<file path="config.mk">
export PLATFORM = sky130hd
export DESIGN_NAME = grf_write_arbiter_flat
export DESIGN_NICKNAME = d
export VERILOG_FILES = /design/src/rtl/grf_write_arbiter_pkg.sv /design/src/rtl/grf_write_arbiter_if.sv /design/src/rtl/grf_wq_fifo.sv /design/src/rtl/grf_write_arbiter.sv /design/src/flat_wrapper.sv
export SDC_FILE = /design/constraint.sdc
export NUM_CORES = 1
export LEC_CHECK = 0
export BUFFER_PORTS_ARGS = -buffer_cell sky130_fd_sc_hd__buf_4
export CAP_MARGIN = 10
export CELL_PAD_IN_SITES_DETAIL_PLACEMENT = 2
export CELL_PAD_IN_SITES_GLOBAL_PLACEMENT = 2
export CORE_MARGIN = 3
export CORE_UTILIZATION = 30
export CTS_BUF_LIST = sky130_fd_sc_hd__clkbuf_8
export DETAILED_ROUTE_END_ITERATION = 10
export GPL_TIMING_DRIVEN = 0
export PLACE_DENSITY = 0.69
export SYNTH_ARGS = -nofsm -noshare
export SYNTH_HDL_FRONTEND = slang
export SYNTH_HIERARCHICAL = 1
export SYNTH_SLANG_ARGS = --single-unit
</file>
<file path="constraint.sdc">
create_clock -name clk -period 4.55 [get_ports clk]
set_input_delay 0.455 -clock clk [delete_from_list [all_inputs] [get_ports clk]]
set_output_delay 0.455 -clock clk [all_outputs]
set_load 0.05 [all_outputs]
</file>
<file path="src/rtl/grf_write_arbiter_pkg.sv">
// Shared definitions for the register-file write arbiter.
//
// Contents:
//   REG_W, DATA_W       register-address and data widths
//   wrReq_t             one register-file write request {regAddr, data, pc}
//   grantSel_t          source selected by the arbiter in a cycle
//   DEF_FIFO_DEPTH      default MDU write-buffer depth
//   DEF_STARVE_LIMIT    default number of cycles the buffer head may wait
package grf_write_arbiter_pkg;

  localparam int REG_W            = 5;
  localparam int DATA_W           = 32;
  localparam int DEF_FIFO_DEPTH   = 4;
  localparam int DEF_STARVE_LIMIT = 3;

  typedef struct packed {
    logic [REG_W-1:0]  regAddr;
    logic [DATA_W-1:0] data;
    logic [DATA_W-1:0] pc;
  } wrReq_t;

  // Which requester owns the register-file write port this cycle.
  typedef enum logic [1:0] {
    GRANT_NONE   = 2'd0,
    GRANT_WB     = 2'd1,
    GRANT_FIFO   = 2'd2,
    GRANT_BYPASS = 2'd3
  } grantSel_t;

endpackage

</file>
<file path="src/rtl/grf_write_arbiter_if.sv">
// Bundle of pipeline write-back, MDU, register-file and hazard-query signals
// around the register-file write arbiter.
//
// Handshake rules:
//   - Pipeline write-back has no backpressure: a wbValid cycle is a write,
//     except that the pipeline must keep wbValid low while wbStall=1; a
//     wbValid seen while wbStall=1 is discarded.
//   - MDU: a request transfers in a cycle where mdValid=1 and mdReady=1.
//     mdReady depends only on registered state, never on mdValid.
//
// Signals (slave = arbiter side):
//   wbValid/wbReg/wbData/wbPC          pipeline write request
//   wbStall                             pipeline must not issue this cycle
//   mdValid/mdReady/mdReg/mdData/mdPC   MDU write request
//   writeEnable/writeReg/writeData/PCReg registered register-file write port
//   queryReg/queryPending               hazard lookup
//   fifoCount                           buffer occupancy
//   grantDbg                            source granted in the current cycle
interface grf_write_arbiter_if
  import grf_write_arbiter_pkg::*;
#(
  parameter int FIFO_DEPTH = DEF_FIFO_DEPTH
) ();

  logic                        wbValid;
  logic [REG_W-1:0]            wbReg;
  logic [DATA_W-1:0]           wbData;
  logic [DATA_W-1:0]           wbPC;
  logic                        wbStall;

  logic                        mdValid;
  logic                        mdReady;
  logic [REG_W-1:0]            mdReg;
  logic [DATA_W-1:0]           mdData;
  logic [DATA_W-1:0]           mdPC;

  logic                        writeEnable;
  logic [REG_W-1:0]            writeReg;
  logic [DATA_W-1:0]           writeData;
  logic [DATA_W-1:0]           PCReg;

  logic [REG_W-1:0]            queryReg;
  logic                        queryPending;

  logic [$clog2(FIFO_DEPTH):0] fifoCount;
  grantSel_t                   grantDbg;

  modport slave (
    input  wbValid, wbReg, wbData, wbPC,
    input  mdValid, mdReg, mdData, mdPC,
    input  queryReg,
    output wbStall, mdReady,
    output writeEnable, writeReg, writeData, PCReg,
    output queryPending, fifoCount, grantDbg
  );

  modport master (
    output wbValid, wbReg, wbData, wbPC,
    output mdValid, mdReg, mdData, mdPC,
    output queryReg,
    input  wbStall, mdReady,
    input  writeEnable, writeReg, writeData, PCReg,
    input  queryPending, fifoCount, grantDbg
  );

endinterface

</file>
<file path="src/rtl/grf_wq_fifo.sv">
// MDU write buffer: a small FIFO of write requests.
//
// Ports:
//   clk, reset   clock and synchronous active-high reset
//   push         write pushData at the tail (caller guarantees not full)
//   pushData     request to store
//   pop          drop the head entry (caller guarantees not empty)
//   headData     oldest stored request
//   count        occupancy, 0..DEPTH
//   regView      destination register of every slot
//   validView    per-slot valid bit, for the hazard lookup
//
// Pointers wrap modulo DEPTH (power of two); full vs. empty is told apart by
// count alone.
module grf_wq_fifo
  import grf_write_arbiter_pkg::*;
#(
  parameter int DEPTH = DEF_FIFO_DEPTH
) (
  input  logic                   clk,
  input  logic                   reset,
  input  logic                   push,
  input  wrReq_t                 pushData,
  input  logic                   pop,
  output wrReq_t                 headData,
  output logic [$clog2(DEPTH):0] count,
  output logic [REG_W-1:0]       regView [DEPTH],
  output logic [DEPTH-1:0]       validView
);

  localparam int PTR_W = $clog2(DEPTH);

  wrReq_t           mem [DEPTH];
  logic [PTR_W-1:0] wrPtr;
  logic [PTR_W-1:0] rdPtr;
  logic [DEPTH-1:0] slotValid;

  // Payload storage carries no reset; slotValid says what is meaningful.
  always_ff @(posedge clk) begin
    if (push) begin
      mem[wrPtr] <= pushData;
    end
  end

  always_ff @(posedge clk) begin
    if (reset) begin
      wrPtr     <= '0;
      rdPtr     <= '0;
      count     <= '0;
      slotValid <= '0;
    end else begin
      // Push and pop never target the same slot: that would need the buffer
      // to be both full (pop allowed) and not full (push allowed).
      if (pop) begin
        slotValid[rdPtr] <= 1'b0;
        rdPtr            <= rdPtr + PTR_W'(1);
      end
      if (push) begin
        slotValid[wrPtr] <= 1'b1;
        wrPtr            <= wrPtr + PTR_W'(1);
      end
      case ({push, pop})
        2'b10:   count <= count + 1'b1;
        2'b01:   count <= count - 1'b1;
        default: count <= count;
      endcase
    end
  end

  assign headData  = mem[rdPtr];
  assign validView = slotValid;

  always_comb begin
    for (int i = 0; i < DEPTH; i++) begin
      regView[i] = mem[i].regAddr;
    end
  end

endmodule

</file>
<file path="src/rtl/grf_write_arbiter.sv">
// Register-file write arbiter between the pipeline write-back stage and the
// multiply/divide unit (MDU).
//
// Ports:
//   clk    sole clock, rising edge
//   reset  synchronous, active-high
//   bus    grf_write_arbiter_if.slave (write-back, MDU, register-file write
//          port, hazard query, buffer occupancy, grant debug)
//
// Each cycle exactly one source may own the register-file write port; the
// chosen request is registered so the strobe appears one cycle after the
// grant. MDU results that cannot be written immediately wait in a FIFO whose
// head ages while it is passed over; at STARVE_LIMIT the pipeline is stalled
// for a cycle so the head can drain.
module grf_write_arbiter
  import grf_write_arbiter_pkg::*;
#(
  parameter int FIFO_DEPTH   = DEF_FIFO_DEPTH,
  parameter int STARVE_LIMIT = DEF_STARVE_LIMIT
) (
  input logic               clk,
  input logic               reset,
  grf_write_arbiter_if.slave bus
);

  localparam int CNT_W = $clog2(FIFO_DEPTH) + 1;
  localparam int AGE_W = $clog2(STARVE_LIMIT + 1);

  // ---------------- buffer ----------------
  logic              fifoPush;
  logic              fifoPop;
  wrReq_t            fifoHead;
  wrReq_t            mdReq;
  logic [CNT_W-1:0]  fifoCount;
  logic [REG_W-1:0]  entryReg [FIFO_DEPTH];
  logic [FIFO_DEPTH-1:0] entryValid;

  assign mdReq = '{regAddr: bus.mdReg, data: bus.mdData, pc: bus.mdPC};

  grf_wq_fifo #(
    .DEPTH (FIFO_DEPTH)
  ) u_fifo (
    .clk       (clk),
    .reset     (reset),
    .push      (fifoPush),
    .pushData  (mdReq),
    .pop       (fifoPop),
    .headData  (fifoHead),
    .count     (fifoCount),
    .regView   (entryReg),
    .validView (entryValid)
  );

  // ---------------- state ----------------
  logic [AGE_W-1:0]  age;
  logic              writeEnableQ;
  logic [REG_W-1:0]  writeRegQ;
  logic [DATA_W-1:0] writeDataQ;
  logic [DATA_W-1:0] pcQ;

  // ---------------- decode from registered state ----------------
  logic      wbStall;
  logic      mdReady;
  logic      fifoEmpty;
  grantSel_t grantSel;
  wrReq_t    grantReq;

  assign fifoEmpty = (fifoCount == '0);
  // Both are forced low during reset so nothing handshakes on a reset cycle.
  assign wbStall   = !reset && (age == AGE_W'(STARVE_LIMIT));
  assign mdReady   = !reset && (fifoCount < CNT_W'(FIFO_DEPTH));

  // Grant priority: starving head, pipeline, buffered head, MDU bypass.
  // A wbValid during wbStall is a protocol violation and is simply ignored
  // because the stalled branch wins.
  always_comb begin
    grantSel = GRANT_NONE;
    if (!reset) begin
      if (wbStall) begin
        grantSel = GRANT_FIFO;
      end else if (bus.wbValid) begin
        grantSel = GRANT_WB;
      end else if (!fifoEmpty) begin
        grantSel = GRANT_FIFO;
      end else if (bus.mdValid) begin
        grantSel = GRANT_BYPASS;
      end
    end
  end

  always_comb begin
    grantReq = '0;
    case (grantSel)
      GRANT_WB:     grantReq = '{regAddr: bus.wbReg, data: bus.wbData, pc: bus.wbPC};
      GRANT_FIFO:   grantReq = fifoHead;
      GRANT_BYPASS: grantReq = mdReq;
      default:      grantReq = '0;
    endcase
  end

  // An accepted MDU request goes to the buffer unless it was written directly.
  assign fifoPush = bus.mdValid && mdReady && (grantSel != GRANT_BYPASS);
  assign fifoPop  = (grantSel == GRANT_FIFO);

  // ---------------- head-age counter ----------------
  always_ff @(posedge clk) begin
    if (reset) begin
      age <= '0;
    end else if (fifoEmpty || fifoPop) begin
      age <= '0;
    end else if (age != AGE_W'(STARVE_LIMIT)) begin
      age <= age + AGE_W'(1);
    end
  end

  // ---------------- output register ----------------
  always_ff @(posedge clk) begin
    if (reset) begin
      writeEnableQ <= 1'b0;
      writeRegQ    <= '0;
      writeDataQ   <= '0;
      pcQ          <= '0;
    end else begin
      writeEnableQ <= (grantSel != GRANT_NONE);
      writeRegQ    <= grantReq.regAddr;
      writeDataQ   <= grantReq.data;
      pcQ          <= grantReq.pc;
    end
  end

  // ---------------- hazard lookup ----------------
  // A register is pending while its write sits in the buffer or in the output
  // stage; register 0 is never pending since the register file drops it.
  logic queryHit;

  always_comb begin
    queryHit = 1'b0;
    for (int i = 0; i < FIFO_DEPTH; i++) begin
      if (entryValid[i] && (entryReg[i] == bus.queryReg)) begin
        queryHit = 1'b1;
      end
    end
    if (writeEnableQ && (writeRegQ == bus.queryReg)) begin
      queryHit = 1'b1;
    end
  end

  // ---------------- interface outputs ----------------
  assign bus.wbStall      = wbStall;
  assign bus.mdReady      = mdReady;
  assign bus.writeEnable  = writeEnableQ;
  assign bus.writeReg     = writeRegQ;
  assign bus.writeData    = writeDataQ;
  assign bus.PCReg        = pcQ;
  assign bus.queryPending = (bus.queryReg != '0) && queryHit;
  assign bus.fifoCount    = fifoCount;
  assign bus.grantDbg     = grantSel;

endmodule

</file>
<file path="src/flat_wrapper.sv">
// flat-port wrapper written by rule: the top's interface ports become plain ports
module grf_write_arbiter_flat import grf_write_arbiter_pkg::*;
#(
  parameter int FIFO_DEPTH   = DEF_FIFO_DEPTH,
  parameter int STARVE_LIMIT = DEF_STARVE_LIMIT
)
  (clk, reset, bus_wbValid, bus_wbReg, bus_wbData, bus_wbPC, bus_mdValid, bus_mdReg, bus_mdData, bus_mdPC, bus_queryReg, bus_wbStall, bus_mdReady, bus_writeEnable, bus_writeReg, bus_writeData, bus_PCReg, bus_queryPending, bus_fifoCount, bus_grantDbg);
  grf_write_arbiter_if #(.FIFO_DEPTH(FIFO_DEPTH)) bus_i ();
  input logic clk;
  input logic reset;
  input wire logic [$bits(bus_i.wbValid)-1:0] bus_wbValid;
  input wire logic [$bits(bus_i.wbReg)-1:0] bus_wbReg;
  input wire logic [$bits(bus_i.wbData)-1:0] bus_wbData;
  input wire logic [$bits(bus_i.wbPC)-1:0] bus_wbPC;
  input wire logic [$bits(bus_i.mdValid)-1:0] bus_mdValid;
  input wire logic [$bits(bus_i.mdReg)-1:0] bus_mdReg;
  input wire logic [$bits(bus_i.mdData)-1:0] bus_mdData;
  input wire logic [$bits(bus_i.mdPC)-1:0] bus_mdPC;
  input wire logic [$bits(bus_i.queryReg)-1:0] bus_queryReg;
  output wire logic [$bits(bus_i.wbStall)-1:0] bus_wbStall;
  output wire logic [$bits(bus_i.mdReady)-1:0] bus_mdReady;
  output wire logic [$bits(bus_i.writeEnable)-1:0] bus_writeEnable;
  output wire logic [$bits(bus_i.writeReg)-1:0] bus_writeReg;
  output wire logic [$bits(bus_i.writeData)-1:0] bus_writeData;
  output wire logic [$bits(bus_i.PCReg)-1:0] bus_PCReg;
  output wire logic [$bits(bus_i.queryPending)-1:0] bus_queryPending;
  output wire logic [$bits(bus_i.fifoCount)-1:0] bus_fifoCount;
  output wire logic [$bits(bus_i.grantDbg)-1:0] bus_grantDbg;
  assign bus_i.wbValid = bus_wbValid;
  assign bus_i.wbReg = bus_wbReg;
  assign bus_i.wbData = bus_wbData;
  assign bus_i.wbPC = bus_wbPC;
  assign bus_i.mdValid = bus_mdValid;
  assign bus_i.mdReg = bus_mdReg;
  assign bus_i.mdData = bus_mdData;
  assign bus_i.mdPC = bus_mdPC;
  assign bus_i.queryReg = bus_queryReg;
  assign bus_wbStall = bus_i.wbStall;
  assign bus_mdReady = bus_i.mdReady;
  assign bus_writeEnable = bus_i.writeEnable;
  assign bus_writeReg = bus_i.writeReg;
  assign bus_writeData = bus_i.writeData;
  assign bus_PCReg = bus_i.PCReg;
  assign bus_queryPending = bus_i.queryPending;
  assign bus_fifoCount = bus_i.fifoCount;
  assign bus_grantDbg = bus_i.grantDbg;
  grf_write_arbiter #(.FIFO_DEPTH(FIFO_DEPTH), .STARVE_LIMIT(STARVE_LIMIT)) u_core (.clk(clk), .reset(reset), .bus(bus_i));
endmodule
</file>
==> flow_metrics.env, run 1 <==
export IMPL_drt_iter0_markers=564
export IMPL_yosys_area_top_type="edfxtp_1"
export IMPL_drc_errors=0
export IMPL_seq_area_frac_synth=0.712
export IMPL_area_growth_pct=27.3
export IMPL_setup_viol=0
export IMPL_num_vias=8214
export IMPL_cts_repair_resized=0
export IMPL_power_density_mw_per_mm2=437
export IMPL_grt_total_usage=0.161
export IMPL_synthTopCellsByArea="edfxtp_1 (59%), dfxtp_1 (12%), mux4_2 (11%)"
export IMPL_coreArea_mm2=0.0458
export IMPL_min_period_ns=3.15
export IMPL_port_buffer_count=219
export IMPL_worstReg2RegStart="u_core/u_fifo/count[1]"
export IMPL_final_antenna_net_count=0
export IMPL_place_hpwl_mm=25.9
export IMPL_cellLeakagePower_nw=6.87
export IMPL_cp_startpoint="u_core/u_fifo/count[1]"
export IMPL_crit_type="register to register"
export IMPL_maxCapViolCount=0
export IMPL_hold_viol=0
export IMPL_dieArea_mm2=0.0494
export IMPL_setup_ws_ns=1.40
export IMPL_hp_start="bus_mdPC[17]"
export IMPL_async_flop_share=0
export IMPL_clock_sinks=361
export IMPL_cts_buffer_depth=3
export IMPL_nFillCells=4459
export IMPL_synth_seq_cells=361
export IMPL_critPathRequiredTime_ns=5.07
export IMPL_ios=225
export IMPL_final_layout_size_suffix_gt1_frac=0.416
export IMPL_initial_utilization=0.306
export IMPL_rows=78
export IMPL_synth_cell_types=35
export IMPL_fin_nets=1218
export IMPL_netlist_area_mm2=0.0140
export IMPL_timing_fmax_mhz=318
export IMPL_place_ws_ns=1.41
export IMPL_cts_hold_buf=0
export IMPL_worst_pin_slew_ns=1.09
export IMPL_fin_crit_sh=0.691
export IMPL_clkTransAtPathRegs_ns=0.05
export IMPL_irDropWorstVdd_mv=0.250
export IMPL_antenna_found_initial=2
export IMPL_crit_arrival_ns=3.67
export IMPL_slew_violations=0
export IMPL_total_power_w=0.00780
export IMPL_min_path_type="primary input to register"
export IMPL_vias_per_cell=4.80
export IMPL_die_y_um=222
export IMPL_grt_remaining_overflow=0
export IMPL_synth_cells=767
export IMPL_ys_top_cells_by_count="edfxtp_1 (276), dfxtp_1 (85), mux4_2 (69), inv_1 (57), a222oi_1 (50)"
export IMPL_status="finished, final reports clean"
export IMPL_post_cts_buffers=0
export IMPL_place_gp_congestion=0.722
export IMPL_syn_area_per_cell_um2=18.3
export IMPL_clockRootBuffer="clkbuf_8"
export IMPL_synth_edf_count=276
export IMPL_skew_ns=0.0240
export IMPL_dieWidth_um=222
export IMPL_clk_latency_ns=0.59
export IMPL_yosysTopAreaCellShare=0.591
export IMPL_grt_pass1_wl_mm=59.7
export IMPL_rsz0062_at_grt="no"
export IMPL_max_slew_margin_rel=0.275
export IMPL_startpoint_type="register"
export IMPL_cts_buffers=68
export IMPL_synth_nets=925
export IMPL_synth_most_common_cell="edfxtp_1"
export IMPL_grt_pass1_vias=9256
export IMPL_utilization=0.390
export IMPL_crit_path_max_fanout=10
export IMPL_crit_path_end_kind="register"
export IMPL_grt_max_degree=49
export IMPL_firstDrtPassIters=6
export IMPL_wire_per_inst_um=23.0
export IMPL_drt_total_wl_mm=39.4
export IMPL_cts_max_level=3
export IMPL_cts_tree="built"
export IMPL_synth_warning_count=6
export IMPL_ys_flop_type="edfxtp_1"
==> metrics by stage <==
| stage | cell area, µm² | TNS (ns) | hold slack [ns] | cells |
|---|---|---|---|---|
| CTS | 17800 | 0 | 0.0106 | 1711 |
| floorplan | 14000 | 0 | 0.396 | 767 |
| global route | 17800 | 0 | 0.0163 | 1712 |
| detailed placement | 16500 | 0 | 0.426 | 1590 |
| finish | 17800 | 0 | 0.0746 | 1712 |
| global placement | 16400 | -265.09 | 0.407 | 1586 |
==> placed cells by master (no fill, tap or decap), types with 3 or more instances in the layout <==
cell,instances
edfxtp_1,276
buf_4,247
dfxtp_1,85
clkbuf_8,84
inv_1,83
mux4_2,69
a222oi_1,50
nor2_1,37
mux2i_1,22
xor2_1,21
a211oi_2,19
clkbuf_1,18
buf_6,15
ha_1,10
nand2_1,8
xnor2_1,8
clkinv_2,6
a21oi_1,6
nand3_1,6
buf_2,5
nor4_1,5
and2_4,4
buf_16,4
clkinv_1,3
==> state kept, by name, summed over array words and instances, names as in the netlist, named ones only <==
register                 cells
u_core/u_fifo/mem          276
u_core/bus.PCReg            32
u_core/bus.writeData        32
u_core/bus.writeReg          5
u_core/u_fifo/validView      4
u_core/u_fifo/count          3
u_core/age                   2
u_core/u_fifo/rdPtr          2
u_core/u_fifo/wrPtr          2
u_core/bus.writeEnable       1
==> critical path: stages, from the launching register on <==
cell,delay [ns]
dfxtp_1,0.44
or3_4,0.21
nor2_1,0.06
and3_1,0.17
buf_4,0.20
buf_6,0.17
nor2_1,0.47
inv_1,0.09
ha_1,0.26
fa_1,0.39
xnor2_1,0.15
or3_1,0.31
a21oi_1,0.14
==> per-layer routing <==
| metal | track usage | vias up | share of wire |
|---|---|---|---|
| met1 | 0.209 | 4291 | 0.43 |
| met2 | 0.264 | 241 | 0.48 |
| met3 | 0.0451 | 65 | 0.064 |
| met4 | 0.0487 | 2 | 0.020 |
| met5 | 0 | - | 0.00018 |
| li1 | - | 3615 | - |
==> power breakdown <==
| group | internal [W] | total [W] | switching, W |
|---|---|---|---|
| logic | 0.000411 | 0.00106 | 0.000651 |
| registers | 0.00369 | 0.00374 | 0.0000504 |
| clock network | 0.00166 | 0.00300 | 0.00134 |
| total | 0.00576 | 0.00780 | 0.00204 |
==> area by class of cell <==
| cell class | count | area (µm²) | area share |
|---|---|---|---|
| multi-input combinational | 281 | 3320 | 0.186 |
| clock buffer | 84 | 1160 | 0.0648 |
| tap | 600 | 751 | 0.0421 |
| antenna | 1 | 2.50 | 0.000140 |
| inverter | 57 | 214 | 0.0120 |
| timing repair buffer | 223 | 1750 | 0.0983 |
| buffer | 68 | 512 | 0.0287 |
| clock inverter | 37 | 154 | 0.00862 |
| sequential | 361 | 9990 | 0.560 |
==> logic make-up after synthesis <==
kind of cell	Yosys count	share of synthesized area
AND/OR/NAND/NOR	71	0.0238
XOR/XNOR	29	0.0181
multiplexers	91	0.127
adder cells (fa/ha/maj)	11	0.0104
flip-flops	361	0.712
AO/OA/AOI/OAI	79	0.0569
buffers and inverters	125	0.0518
==> path summary, 6_finish.rpt <==
path,depth (start not counted),slack [ns],to
max,12,1.40,u_core/u_fifo/count[2]
min,1,0.07,u_core/u_fifo/mem[3][17]
max reg2reg,12,1.40,u_core/u_fifo/count[2]
min reg2reg,1,0.43,u_core/age[0]
Note: power is estimated with default switching activity, not from simulation.
==> run 2, diff against run 1 <==
- clock period: 4.55 -> 3.3 ns (I/O delays scaled with it)
==> run 2 against run 1 <==
Sequential share of layout area down 3.6 points. Non-clock buffer count grew 125. Die area unchanged. Utilization grew 2.7 points. Cell area is 6.9% higher. Total power up 40%. Clock-buffer cell count is 8 lower. First-iteration DRC count decreased by 4.6%. Clock power grew 39%. Fmax increased by 4.6%. Highest routed layer unchanged. Largest power group unchanged. Critical path depth fell by 4.
==> flow_metrics.env, run 2 (synthesized netlist as in run 1, its figures left out) <==
export IMPL_setup_ws_ns=0.293
export IMPL_skew_ns=0.0144
export IMPL_maxCapViolCount=0
export IMPL_worst_pin_slew_ns=0.989
export IMPL_antenna_found_initial=1
export IMPL_place_gp_congestion=0.695
export IMPL_crit_arrival_ns=3.32
export IMPL_coreArea_mm2=0.0458
export IMPL_setup_viol=0
export IMPL_drc_errors=0
export IMPL_clock_sinks=361
export IMPL_final_common_cell="edfxtp_1"
export IMPL_wire_per_inst_um=23.4
export IMPL_grt_pass1_vias=10100
export IMPL_die_y_um=222
export IMPL_cts_buffers=61
export IMPL_cellLeakagePower_nw=7.35
export IMPL_final_antenna_net_count=0
export IMPL_max_slew_margin_rel=0.341
export IMPL_min_path_type="primary input to register"
export IMPL_area_growth_pct=36.1
export IMPL_fin_nets=1336
export IMPL_rr_worst_depth=8
export IMPL_place_inst=1590
export IMPL_min_period_ns=3.01
export IMPL_fin_crit_sh=0.911
export IMPL_hold_depth=3
export IMPL_hold_viol=0
export IMPL_port_buffer_count=219
export IMPL_grt_remaining_overflow=0
export IMPL_crit_path_end_kind="register"
export IMPL_dieWidth_um=222
export IMPL_cp_num_buf_inv=3
export IMPL_rows=78
export IMPL_grt_total_usage=0.173
export IMPL_drt_iter0_markers=538
export IMPL_holdPathEnd="u_core/bus.writeData[4]"
export IMPL_status="finished, final reports clean"
export IMPL_clkTransAtPathRegs_ns=0.06
export IMPL_crit_type="register to register"
export IMPL_timing_fmax_mhz=333
export IMPL_stdcell_area_mm2=0.0191
export IMPL_cts_max_level=2
export IMPL_final_cell_mix="edfxtp_1 (276), buf_4 (247), dlygate4sd3_1 (125)"
export IMPL_place_ws_ns=0.0993
export IMPL_vias_per_cell=4.77
export IMPL_dieArea_mm2=0.0494
export IMPL_grt_pass1_wl_mm=64.6
export IMPL_place_hpwl_mm=26.1
export IMPL_cts_buffer_depth=3
export IMPL_nFillCells=4411
export IMPL_ios=225
export IMPL_power_density_mw_per_mm2=574
export IMPL_largest_reg_flops=276
export IMPL_rsz0062_at_grt="no"
export IMPL_num_vias=8739
export IMPL_firstDrtPassIters=8
export IMPL_critPathRequiredTime_ns=3.62
export IMPL_whs_ns=0.0842
export IMPL_drt_total_wl_mm=42.9
export IMPL_clk_latency_ns=0.63
export IMPL_crit_path_cell_trace="or3_4 > nor2_1 > and3_1 > buf_4 > buf_6 > nor2_2 > and2_4 > buf_16"
export IMPL_grt_max_degree=51
export IMPL_insertedDiodeCount=0
export IMPL_initial_utilization=0.306
export IMPL_finalSetupTns_ns=0
export IMPL_reg2reg_slack_ns=0.29
export IMPL_crit_path_top_delay_cell="and2_4"
export IMPL_slowest_delay_ns=0.70
export IMPL_startpoint_type="register"
export IMPL_crit_path_max_fanout=36
export IMPL_top_register="u_core/u_fifo/mem"
export IMPL_dpl_cell_area_mm2=0.0165
export IMPL_reg2reg_to="u_core/u_fifo/mem[2][27]"
export IMPL_crit_family="simple AND/OR/NAND/NOR gates"
export IMPL_post_cts_buffers=0
export IMPL_hp_start="bus_wbData[4]"
export IMPL_clockRootBuffer="clkbuf_8"
export IMPL_worstReg2RegStart="u_core/u_fifo/count[0]"
export IMPL_cts_tree="built"
export IMPL_fin_cells=1831
export IMPL_slew_violations=0
export IMPL_final_layout_size_suffix_gt1_frac=0.376
export IMPL_irDropWorstVdd_mv=0.288
run 2: changes by cell type in the layout (fill, tap and decap cells not counted), sizes merged:
cell and change:
clkinvlp -1, dlygate4sd3 +125, clkbuf -8, clkinv +8
bufinv +3, inv -7, diode -1
run 2: area by class of cell:
class	instances	area, µm²	share of cell area
sequential	361	9990	0.523
multi-input combinational	281	3320	0.174
timing repair buffer	348	3010	0.157
clock buffer	76	1050	0.0548
tap	600	751	0.0393
buffer	68	512	0.0268
clock inverter	40	248	0.0130
inverter	57	214	0.0112
run 2: worst max-delay path by stage:
stage,from,to,slack (ns),cells after the start
floorplan,u_core/u_fifo/count[0],u_core/u_fifo/mem[1][0],0.16,7
global placement,u_core/u_fifo/count[0],u_core/u_fifo/mem[2][21],-0.71,7
detailed placement,u_core/u_fifo/count[0],u_core/u_fifo/mem[2][27],0.1,8
CTS,u_core/u_fifo/count[0],u_core/u_fifo/mem[2][42],0.05,8
global route,u_core/u_fifo/count[0],u_core/u_fifo/count[2],0.08,12
finish,u_core/u_fifo/count[0],u_core/u_fifo/mem[2][27],0.29,8
run 2: report_power, final:
group,switching (W),internal [W]
logic,0.000949,0.000667
registers,0.0000772,0.00509
clock network,0.00187,0.00231
total,0.00289,0.00806
run 2: worst register-to-register path, stage by stage, from the launching register on:
cell     delay (ns)
dfxtp_1        0.46
or3_4          0.22
nor2_1         0.06
and3_1         0.18
buf_4          0.20
buf_6          0.17
nor2_2         0.34
and2_4         0.70
buf_16         0.31
run 2: metrics by stage:
step,power [W],util
2_1_floorplan,0.00615,-
3_3_place_gp,0.00670,0.359
3_5_place_dp,0.00675,0.361
4_1_cts,0.0111,0.417
5_1_grt,0.0114,0.417
6_report,0.0110,0.417
run 2: routing by layer:
metal,track usage,share of wire,vias up
met5,0,0.00030,-
met4,0.0516,0.021,2
met3,0.0351,0.053,63
met2,0.304,0.51,271
met1,0.216,0.41,4562
li1,-,-,3841
run 2: timing repair:
| action | CTS | global route |
|---|---|---|
| hold buffers | 125 | 0 |
| hold endpoints to repair | 328 | 0 |
| endpoints found under the setup margin | 0 | 112 |
| gates resized for setup | 0 | 1 |
